`config.mk`:
```
export PLATFORM = sky130hd
export DESIGN_NAME = fuzz_top_datapath
export DESIGN_NICKNAME = d
export VERILOG_FILES = /design/src/rtl/fuzz_top_datapath.sv
export SDC_FILE = /design/constraint.sdc
export NUM_CORES = 1
export LEC_CHECK = 0
export ABC_CLOCK_PERIOD_IN_PS = 22100
export CORE_MARGIN = 4
export CORE_UTILIZATION = 30
export CTS_CLUSTER_DIAMETER = 60
export DETAILED_ROUTE_END_ITERATION = 10
export RECOVER_POWER = 100
export REMOVE_ABC_BUFFERS = 1
export SLEW_MARGIN = 20
export SYNTH_ARGS = -nofsm -noshare
export SYNTH_HDL_FRONTEND = slang
export SYNTH_SLANG_ARGS = --single-unit
```
`constraint.sdc`:
```
create_clock -name clk -period 22.1 [get_ports clk]
set_clock_uncertainty 0.05 [all_clocks]
set_input_delay 2.21 -clock clk [delete_from_list [all_inputs] [get_ports clk]]
set_output_delay 2.21 -clock clk [all_outputs]
set_load 0.02 [all_outputs]
```
`src/rtl/fuzz_top_datapath.sv`:
```
// fuzz_top_datapath: slices a flat operand/control word and registers ALU, accumulator, rotate, fold, counter and popcount results
module fuzz_top_datapath (
  input  logic         clk,
  input  logic         rst,
  input  logic [154:0] in_flat,
  output logic [158:0] out_flat
);
  logic [31:0] a, b, c, d, alu_n, rot_n;
  logic [26:0] ctrl;
  logic [2:0]  op;
  logic        load, acc_en, cnt_en;
  logic [4:0]  shamt;
  logic [15:0] mask, fold_n;
  logic [63:0] rot_w;
  logic [5:0]  pop_n;
  logic [32:0] sum_q;
  logic [31:0] alu_q, acc_q, rot_q;
  logic [15:0] fold_q;
  logic [7:0]  cnt_q;
  logic [5:0]  pop_q;
  assign a      = in_flat[31:0];
  assign b      = in_flat[63:32];
  assign c      = in_flat[95:64];
  assign d      = in_flat[127:96];
  assign ctrl   = in_flat[154:128];
  assign op     = ctrl[2:0];
  assign load   = ctrl[3];
  assign acc_en = ctrl[4];
  assign shamt  = ctrl[9:5];
  assign mask   = ctrl[25:10];
  assign cnt_en = ctrl[26];
  always_comb
    alu_n = op == 3'd0 ? a + c :
            op == 3'd1 ? a - c :
            op == 3'd2 ? a & c :
            op == 3'd3 ? a | c :
            op == 3'd4 ? a ^ c :
            op == 3'd5 ? b << shamt :
            op == 3'd6 ? b >> shamt :
            {31'b0, $signed(a) < $signed(c)};
  // Doubling d makes the upper half of a plain left shift a rotate.
  assign rot_w  = {d, d} << shamt;
  assign rot_n  = rot_w[63:32];
  assign fold_n = a[15:0] ^ a[31:16] ^ b[15:0] ^ b[31:16] ^ mask;
  always_comb begin
    pop_n = '0;
    for (int i = 0; i < 27; i++) pop_n = pop_n + {5'b0, ctrl[i]};
  end
  always_ff @(posedge clk) begin
    if (rst) begin
      sum_q  <= '0;
      alu_q  <= '0;
      acc_q  <= '0;
      rot_q  <= '0;
      fold_q <= '0;
      cnt_q  <= '0;
      pop_q  <= '0;
    end else begin
      sum_q  <= {1'b0, a} + {1'b0, b};
      alu_q  <= alu_n;
      acc_q  <= load ? d : acc_en ? acc_q + alu_n : acc_q;
      rot_q  <= rot_n;
      fold_q <= fold_n;
      cnt_q  <= cnt_en ? cnt_q + 8'd1 : cnt_q;
      pop_q  <= pop_n;
    end
  end
  assign out_flat = {pop_q, cnt_q, fold_q, rot_q, acc_q, alu_q, sum_q};
endmodule

```
Word level (Yosys, flattened, before mapping)
Cells that the tools add are included.

word-level totals
  register bits = 159
  bits in latches = 0
  memory bits (writable) = 0
  bits in read-only memories = 0
  input bits = 157
  output and inout port bits = 159
  memories = 0

cells by class
  $add $sub $neg = 31
  multipliers = 0
  divide/modulo/power cells = 0
  $lt $le $gt $ge = 1
  equality and inequality tests = 6
  shifts and indexed selects = 3
  mux-type cells = 9
  bitwise operators = 7
  reduce and logical (&&, ||, !) cells = 2

operators by type and width
  operator                                              count
  two-way mux 32 bit                                    9
  adder 6 x 1 -> 6 bit                                  21
  adder 32 bit                                          2
  << shifter 64 x 5 -> 64 bit                           1
  XOR 16 bit                                            4
  adder 32 x 32 -> 33 bit                               1
  AND 32 bit                                            1
  < comparator 32 bit                                   1
  bitwise OR 32 bit                                     1
  << shifter 32 x 5 -> 32 bit                           1
  >> shifter 32 x 5 -> 32 bit                           1
  subtractor 32 bit                                     1
  XOR 32 bit                                            1
  equality test 3 bit (second input constant)           3
  adder 8 x 1 -> 8 bit (second input constant)          1
  adder 5 x 1 -> 6 bit                                  1
  equality test 3 x 2 -> 1 bit (second input constant)  2
  adder 4 x 1 -> 5 bit                                  1
  adder 3 x 1 -> 4 bit                                  1
  adder 2 x 1 -> 3 bit                                  1
  equality test 3 x 1 -> 1 bit (second input constant)  1
  logical NOT 3 bit                                     1
  adder 1 x 1 -> 2 bit                                  1
  nonzero test 2 bit                                    1

Logic depth before layout (Yosys ltp)
Gate-level depths: netlist (run 1).

  word-level depth = 26
  depth in mapped cells = 26

Worst setup path after synthesis (run 1)
OpenSTA, ideal clock, no wires.

  kind = input port to flip-flop
  from = input in_flat[135]
  to = register pop_q[4]
  setup time = 128 ps
  arrival = 8266 ps
  path slack = 13657 ps
  stages on the path = 19
  path buffers = 5
  cell sequence = buf_2 -> inv_2 -> buf_1 -> clkbuf_1 -> buf_1 -> clkbuf_1 -> fa_1 -> fa_1 -> fa_1 -> fa_1 -> fa_1 -> fa_1 -> inv_1 -> fa_1 -> fa_1 -> a21o_1 -> a21oi_1 -> xor2_1 -> nor2_1

on the way
  word-level cells in the longest chain between the ends = 20

RTL lines
  element                              RTL line  text
  from (decl)                          5         input logic [154:0] in_flat,
  adder 6 x 1 -> 6 bit (20 in series)  47        for (int i = 0; i < 27; i++) pop_n = pop_n + {5'b0, ctrl[i]};
  to (signal assigned)                 65        pop_q <= pop_n;
  to (decl)                            20        logic [5:0] pop_q;

Every way passes these cells.
A chain may end at the register's enable or synchronous reset.

Worst setup path after layout (run 1)
  from = input in_flat[133]
  to = register acc_q[31]

on the way
  word-level cells in the longest chain between the ends = 11

RTL lines
  element                               RTL line  text
  >> shifter 32 x 5 -> 32 bit           39        op == 3'd6 ? b >> shamt :
  two-way mux 32 bit                    39
  two-way mux 32 bit (*)                38        op == 3'd5 ? b << shamt :
  two-way mux 32 bit (*)                37        op == 3'd4 ? a ^ c :
  two-way mux 32 bit (*)                36        op == 3'd3 ? a | c :
  two-way mux 32 bit (*)                35        op == 3'd2 ? a & c :
  two-way mux 32 bit (*)                34        op == 3'd1 ? a - c :
  two-way mux 32 bit (*)                33        alu_n = op == 3'd0 ? a + c :
  net alu_n[14]                         8         logic [31:0] a, b, c, d, alu_n, rot_n;
  adder 32 bit (*)                      61        acc_q <= load ? d : acc_en ? acc_q + alu_n : acc_q;
  two-way mux 32 bit (*) (2 in series)  61
  to (signal assigned)                  61
  to (decl)                             17        logic [31:0] alu_q, acc_q, rot_q;

Mark *: on every way through the listed nets, which the timed path passes. The rest lies on a longest branch. The select of a mux whose other input is x is not followed.

==> flow_metrics.tcl, run 1 <==
set metrics [dict create \
    yosysTopAreaCellShare_pct 16.3 \
    clk_pin_slew_ps 80 \
    ys_types 94 \
    seq_area_frac_synth_pct 16.3 \
    critPathLaunchType "input port" \
    syn_area_per_cell_um2 7.89 \
    tightestPinTransition_ps 3680 \
    async_reset_ff_share_pct 0 \
    holdWs_ps 449 \
    synth_enable_flop_cells 0 \
    multi_input_area_um2 15000 \
    cap_violations 5 \
    synthFlopType "dfxtp_1" \
    port_buffers 315 \
    hold_depth 2 \
    grt_setup_unrepaired "no" \
    netlist_area_um2 19500 \
    slew_headroom_pct -145 \
    synth_most_common_cell "nor2_1" \
    finalCritPeriodShare_pct 55.9 \
    drive_gt1_share_pct 7.80 \
    synth.area.top_cells "dfxtp_1 16%, mux4_2 13%, ha_1 11%, nor2_1 7.4%, a21oi_1 5.3%" \
    cp.required_ps 22440 \
    antenna_found_initial 2 \
    ys_ff_latch 159 \
    clk_latency_ps 500 \
    intPower_mw 0.801 \
    postLayoutCoreUtil_pct 36.8 \
    r2r_cells 12 \
    drcViolationCount 0 \
    place_area_um2 23200 \
    hold_class "reg -> reg" \
    fp.dieW_um 263 \
    fin_tns_setup_ps 0 \
    switchingPower_mw 0.605 \
    via_count 20164 \
    layout_setup_ws_ps 9740 \
    synthCells 2476 \
    initial_core_util_pct 30.3 \
    leakage_nw 10.1 \
    vdd_drop_max_uv 53.1 \
    cts_buffers 17 \
    swShare_pct 43.0 \
    grt_pass1_vias 18589 \
    yosys_warnings 0 \
    cts_root_buf "clkbuf_16" \
    grt.overflow.total 0 \
    grt_pass1_wl_um 122000 \
    placementRows 93 \
    hpwlAfterDp_um 64700 \
    cts_sinks 159 \
    gr-usage-all-layers_pct 22.9 \
    h-tree-depth 4 \
    crit_path_end_kind "flop" \
    p_per_area_nw_per_um2 59.2 \
    die-area_um2 69200 \
    grt_max_degree 75 \
    final_area_um2 23700 \
    postCtsSetupRepairBufs 0 \
    cp.arrival_ps 12700 \
    fp.dieH_um 263 \
    dp.cells 3516 \
    max_freq_mhz 80.9 \
    pwr-share-clk_pct 21.9 \
    register_area_um2 3180 \
    setup_violations 0 \
    nFillCells 6841 \
    violations "max-capacitance violations, max-slew violations" \
    drt-wirelength-per-cell_um 23.3 \
    cts_resized 0 \
    area_delta_synth_final_pct 21.6 \
    power_mw 1.41 \
    synth_top_area_cell "dfxtp_1" \
    synth_common_cells "387 x nor2_1, 208 x a21oi_1, 176 x nand2_1" \
    vias_per_cell 5.68 \
    drt_wl_total_um 82700 \
    dpl_worst_slack_ps 13180 \
    ctsLongestPathBuffers 2 \
    seqPwrFrac_pct 23.9 \
    hold_viol 0 \
    postCtsHoldBufs 0 \
    fin_crit_ps 12360 \
    slew_violations 207 \
    cts_tree "yes" \
    firstDrtPassIters 6 \
    outcome "complete, but fails checks" \
    ioPinCount 316 \
    cp_max_fo 59 \
    fin_cells 3548 \
    ant_nets 0 \
    comb_power_share_pct 54.2 \
    gp_congestion 0.957 \
    drt-initial-drc-count 2030 \
    path_class "in -> reg" \
    layout.nets 3032 \
    core_area_um2 64500 \
]
-- metal layers --
| layer | GRT usage [%] | vias up | wire length [µm] |
|---|---|---|---|
| met2 | 34.8 | 1059 | 36400 |
| met1 | 31.6 | 9563 | 35300 |
| li1 | - | 9397 | - |
| met4 | 9.80 | 2 | 3640 |
| met5 | 0 | - | 13 |
| met3 | 4.79 | 143 | 7400 |
-- placed cells by master (no fill, tap or decap), types with 14 or more instances in the layout --
| cell type | n |
|---|---|
| fa_1 | 23 |
| inv_1 | 155 |
| xor2_1 | 21 |
| o211ai_1 | 20 |
| nor2b_1 | 19 |
| dfxtp_1 | 159 |
| nand2b_1 | 14 |
| clkbuf_16 | 17 |
| a211oi_1 | 42 |
| and2_1 | 16 |
| and3_1 | 16 |
| o22ai_1 | 30 |
| a31oi_1 | 15 |
| o21ai_0 | 142 |
| mux4_2 | 109 |
| xnor2_1 | 92 |
| clkdlybuf4s50_1 | 139 |
| or3_1 | 17 |
| a21o_1 | 49 |
| nand3_1 | 34 |
| o31ai_1 | 16 |
| nor3_1 | 52 |
| o221ai_1 | 21 |
| a21oi_1 | 208 |
| ha_1 | 172 |
| nor2_1 | 387 |
| mux2i_1 | 57 |
| buf_4 | 25 |
| a221oi_1 | 16 |
| nand2_1 | 175 |
| o21bai_1 | 17 |
| dlygate4sd3_1 | 169 |
-- flip-flops by register name, indices dropped and copies added (netlist names) --
signal,count
acc_q,32
rot_q,32
sum_q,33
fold_q,16
alu_q,32
pop_q,6
cnt_q,8
-- worst paths after layout --
| path | from | end | slack (ps) |
|---|---|---|---|
| max | in_flat[133] | acc_q[31]$_SDFFE_PP0P_ | 9740 |
| min reg2reg | cnt_q[7]$_SDFFE_PP0P_ | cnt_q[7]$_SDFFE_PP0P_ | 450 |
| max reg2reg | acc_q[0]$_SDFFE_PP0P_ | acc_q[24]$_SDFFE_PP0P_ | 18310 |
| min | cnt_q[7]$_SDFFE_PP0P_ | cnt_q[7]$_SDFFE_PP0P_ | 450 |
-- area by class of cell --
cell class,count,share of cell area (%)
clock inverters,14,0.617
well taps,855,4.51
diodes,1,0.0105
multi-input cells,1997,63.1
repair buffers,342,13.9
clock buffers,17,1.79
inverters,163,2.60
flip-flops and latches,159,13.4
-- power groups by stage --
stage          Sequential [mW]  Clock, mW  Combinational [mW]
2_1_floorplan            0.385          0               0.446
3_3_place_gp             0.344          0               0.763
3_5_place_dp             0.345          0               0.764
4_1_cts                  0.338      0.321               0.767
5_1_grt                  0.340      0.330               0.833
6_report                 0.337      0.308               0.762
-- cell families after synthesis --
logic type	Yosys count	share of synthesized area [%]
adders and majority gates	195	13.4
xor gates and xnor gates	113	5.07
AOI/OAI and AO/OA	720	24.4
and+or+nand+nor	795	18.0
muxes	174	16.0
DFF	159	16.3
buffers and inverters	320	6.86
-- critical path: stages --
cell and delay (ps):
clkbuf_1 2010, clkbuf_1 2720, inv_1 700, mux2_1 620, a211o_1 320, a21oi_1 230, a211oi_1 70, o21ai_0 620
o21ai_0 190, o211ai_1 140, a21oi_1 120, nor2_1 160, ha_1 340, a21o_1 210, a21oi_1 140, nand2b_1 140
nand4_1 130, a211oi_1 450, a21oi_1 200, o41ai_1 430, and4_1 280, o211ai_1 80, nor3b_1 150
No activity file was read; power rests on OpenSTA's default activity.
==> inputs of run 2 (changes only) <==
--- a/config.mk
+++ b/config.mk
@@ -5,7 +5,7 @@
 export SDC_FILE = /design/constraint.sdc
 export NUM_CORES = 1
 export LEC_CHECK = 0
-export ABC_CLOCK_PERIOD_IN_PS = 22100
+export ABC_CLOCK_PERIOD_IN_PS = 12300
 export CORE_MARGIN = 4
 export CORE_UTILIZATION = 30
 export CTS_CLUSTER_DIAMETER = 60
==> constraint.sdc (replaced) <==
create_clock -name clk -period 12.3 [get_ports clk]
set_clock_uncertainty 0.05 [all_clocks]
set_input_delay 1.23 -clock clk [delete_from_list [all_inputs] [get_ports clk]]
set_output_delay 1.23 -clock clk [all_outputs]
set_load 0.02 [all_outputs]
==> run 2 against run 1 <==
Effect of this change:
- the flow still finishes with violations (max-capacitance violations, max-slew violations)
- first-iteration DRC count is 7.1% lower
- register-to-register slack worse by 9500 ps
- routed wire length is 0.78% higher
- critical endpoint unchanged
- final cell count is 0.17% higher
- critical path depth is 1 lower
- sequential share of layout area hardly changed
- largest cell class unchanged
- utilization is 0.10 points higher
- highest routed layer unchanged
- hold slack better by 9.6 ps
- count of clock-buffer cells in the layout stayed put
==> flow_metrics.tcl, run 2 (synthesis results as in run 1) <==
set metrics [dict create \
    grt_pass1_wl_um 123000 \
    postCtsHoldBufs 0 \
    clk_latency_ps 500 \
    grt_max_degree 74 \
    cp_max_fo 33 \
    cts_root_buf "clkbuf_16" \
    gp_congestion 0.962 \
    fin_crit_ps 8420 \
    reg2reg_setup_slack_ps 8850 \
    clk_pin_slew_ps 80 \
    h-tree-depth 4 \
    nFillCells 6807 \
    power_mw 2.56 \
    cp.required_ps 12640 \
    crit_chain "clkbuf_1 > buf_4 > mux2i_1 > nor2_1 > mux4_2 > nand2_1 > a211oi_1 > a211oi_1 > a211oi_1 > a21oi_1 > a221oi_1 > ha_1 > o21ai_0 > o21ai_0 > nand4_1 > nand4_1 > a211oi_1 > a21oi_1 > o41ai_1 > and4_1 > o211ai_1 > nor3b_2" \
    port_buffers 315 \
    gr-usage-all-layers_pct 23.1 \
    fp.dieW_um 263 \
    path_class "in -> reg" \
    crit_end "acc_q[31]$_SDFFE_PP0P_" \
    critPathLaunchType "input port" \
    cpMostUsedCell "a211oi_1" \
    top_register "sum_q" \
    fp.dieH_um 263 \
    ioPinCount 316 \
    tightestPinTransition_ps 3030 \
    cts_buffers 17 \
    fin_cells 3554 \
    drt_wl_total_um 83300 \
    vias_per_cell 5.66 \
    p_per_area_nw_per_um2 108 \
    cts_resized 0 \
    largest_reg_flops 33 \
    crit_path_end_kind "flop" \
    reg2reg_from "acc_q[1]$_SDFFE_PP0P_" \
    cp.arrival_ps 8760 \
    max_freq_mhz 119 \
    ant_nets 0 \
    layout.nets 3033 \
    initial_core_util_pct 30.3 \
    hpwlAfterDp_um 65200 \
    vdd_drop_max_uv 116 \
    violations "max-capacitance violations, max-slew violations" \
    top_layer_used "met5" \
    drt-wirelength-per-cell_um 23.5 \
    outcome "complete, but fails checks" \
    fin_tns_setup_ps 0 \
    slew_violations 210 \
    final_common_cell "nor2_1" \
    dp.cells 3517 \
    ctsLongestPathBuffers 2 \
    via_count 20103 \
    grt.overflow.total 0 \
    placementRows 93 \
    m1WireLength_um 35500 \
    cap_violations 5 \
    r2r-end "acc_q[31]$_SDFFE_PP0P_" \
    hold_viol 0 \
    drt-initial-drc-count 1886 \
    cts_tree "yes" \
    grt_setup_unrepaired "no" \
    firstDrtPassIters 8 \
    grt_pass1_vias 18761 \
    drcViolationCount 0 \
    cts_sinks 159 \
    antenna_found_initial 3 \
    slew_headroom_pct -102 \
    critPathLaunch "in_flat[133]" \
    postCtsSetupRepairBufs 0 \
    finalCritPeriodShare_pct 68.5 \
    core_area_um2 64500 \
    layout_common_cells "387 x nor2_1, 208 x a21oi_1, 175 x nand2_1" \
    critical-path-max-stage-delay_ps 1600 \
    setup_violations 0 \
    cpMaxStageDelayCell "clkbuf_1" \
    die-area_um2 69200 \
    r2r_cells 11 \
    hold_class "reg -> reg" \
    met3_length_um 7630 \
    leakage_nw 10.1 \
    wl_met2_um 36800 \
    area_delta_synth_final_pct 21.9 \
    drive_gt1_share_pct 7.91 \
]
-- run 2: cell types whose count changed in the layout (fill, tap and decap cells not counted), moves of 2 or more --
cell,previous run,this run
clkinv_2,2,0
and2_0,9,15
and2_1,16,10
dlygate4sd3_1,169,162
mux2_2,5,7
clkinvlp_4,0,2
diode_2,1,5
mux2_1,3,1
clkinv_8,0,4
clkdlybuf4s50_1,139,146
inv_6,6,3
o21ai_0,142,139
o21ai_1,12,15
-- run 2: worst min path at each step --
stage / slack (ps) / startpoint / cells after the start / endpoint
6_report: 460 / cnt_q[7]$_SDFFE_PP0P_ / 2 / cnt_q[7]$_SDFFE_PP0P_
5_1_grt: 500 / cnt_q[7]$_SDFFE_PP0P_ / 2 / cnt_q[7]$_SDFFE_PP0P_
4_1_cts: 450 / cnt_q[7]$_SDFFE_PP0P_ / 2 / cnt_q[7]$_SDFFE_PP0P_
3_5_place_dp: 440 / cnt_q[7]$_SDFFE_PP0P_ / 2 / cnt_q[7]$_SDFFE_PP0P_
3_3_place_gp: 420 / cnt_q[7]$_SDFFE_PP0P_ / 2 / cnt_q[7]$_SDFFE_PP0P_
2_1_floorplan: 500 / cnt_q[7]$_SDFFE_PP0P_ / 2 / cnt_q[7]$_SDFFE_PP0P_
-- run 2: final cells by class --
cell class	count	area [µm²]	area share, %
multi-input cells	1997	15000	63.0
repair buffers	343	3310	13.9
flip-flops and latches	159	3180	13.4
well taps	855	1070	4.49
inverters	163	617	2.59
clock buffers	17	425	1.79
clock inverters	15	193	0.810
diodes	5	12.5	0.0526
-- run 2: through the flow --
| step | setup slack [ps] | instance area (µm²) | utilization, % | hold slack [ps] |
|---|---|---|---|---|
| after floorplan | 5620 | 18800 | - | 502 |
| after global placement | 4620 | 23200 | 36.0 | 420 |
| after detailed placement | 4600 | 23200 | 36.0 | 443 |
| after CTS | 5140 | 23800 | 37.0 | 454 |
| after global routing | 3120 | 23800 | 36.9 | 499 |
| final | 3880 | 23800 | 36.9 | 458 |
-- run 2: power breakdown --
group / leakage [nW] / internal [mW] / switching (mW)
Clock: 0.295 / 0.293 / 0.286
Sequential: 1.32 / 0.579 / 0.0249
Combinational: 8.47 / 0.577 / 0.801
Total: 10.1 / 1.45 / 1.11
-- run 2: critical path: cells and delay by family --
family	cells	cell delay, ps
AO/OA/AOI/OAI	11	3260
adder cells (fa/ha/maj)	1	420
buffers and inverters	2	2300
multiplexers	2	460
AND/OR/NAND/NOR	6	1040
-- run 2: metal layers --
metal	global-route usage, %	up-vias
met5	0	-
met4	9.26	2
met3	5.02	140
met2	35.5	1067
met1	31.6	9491
li1	-	9403
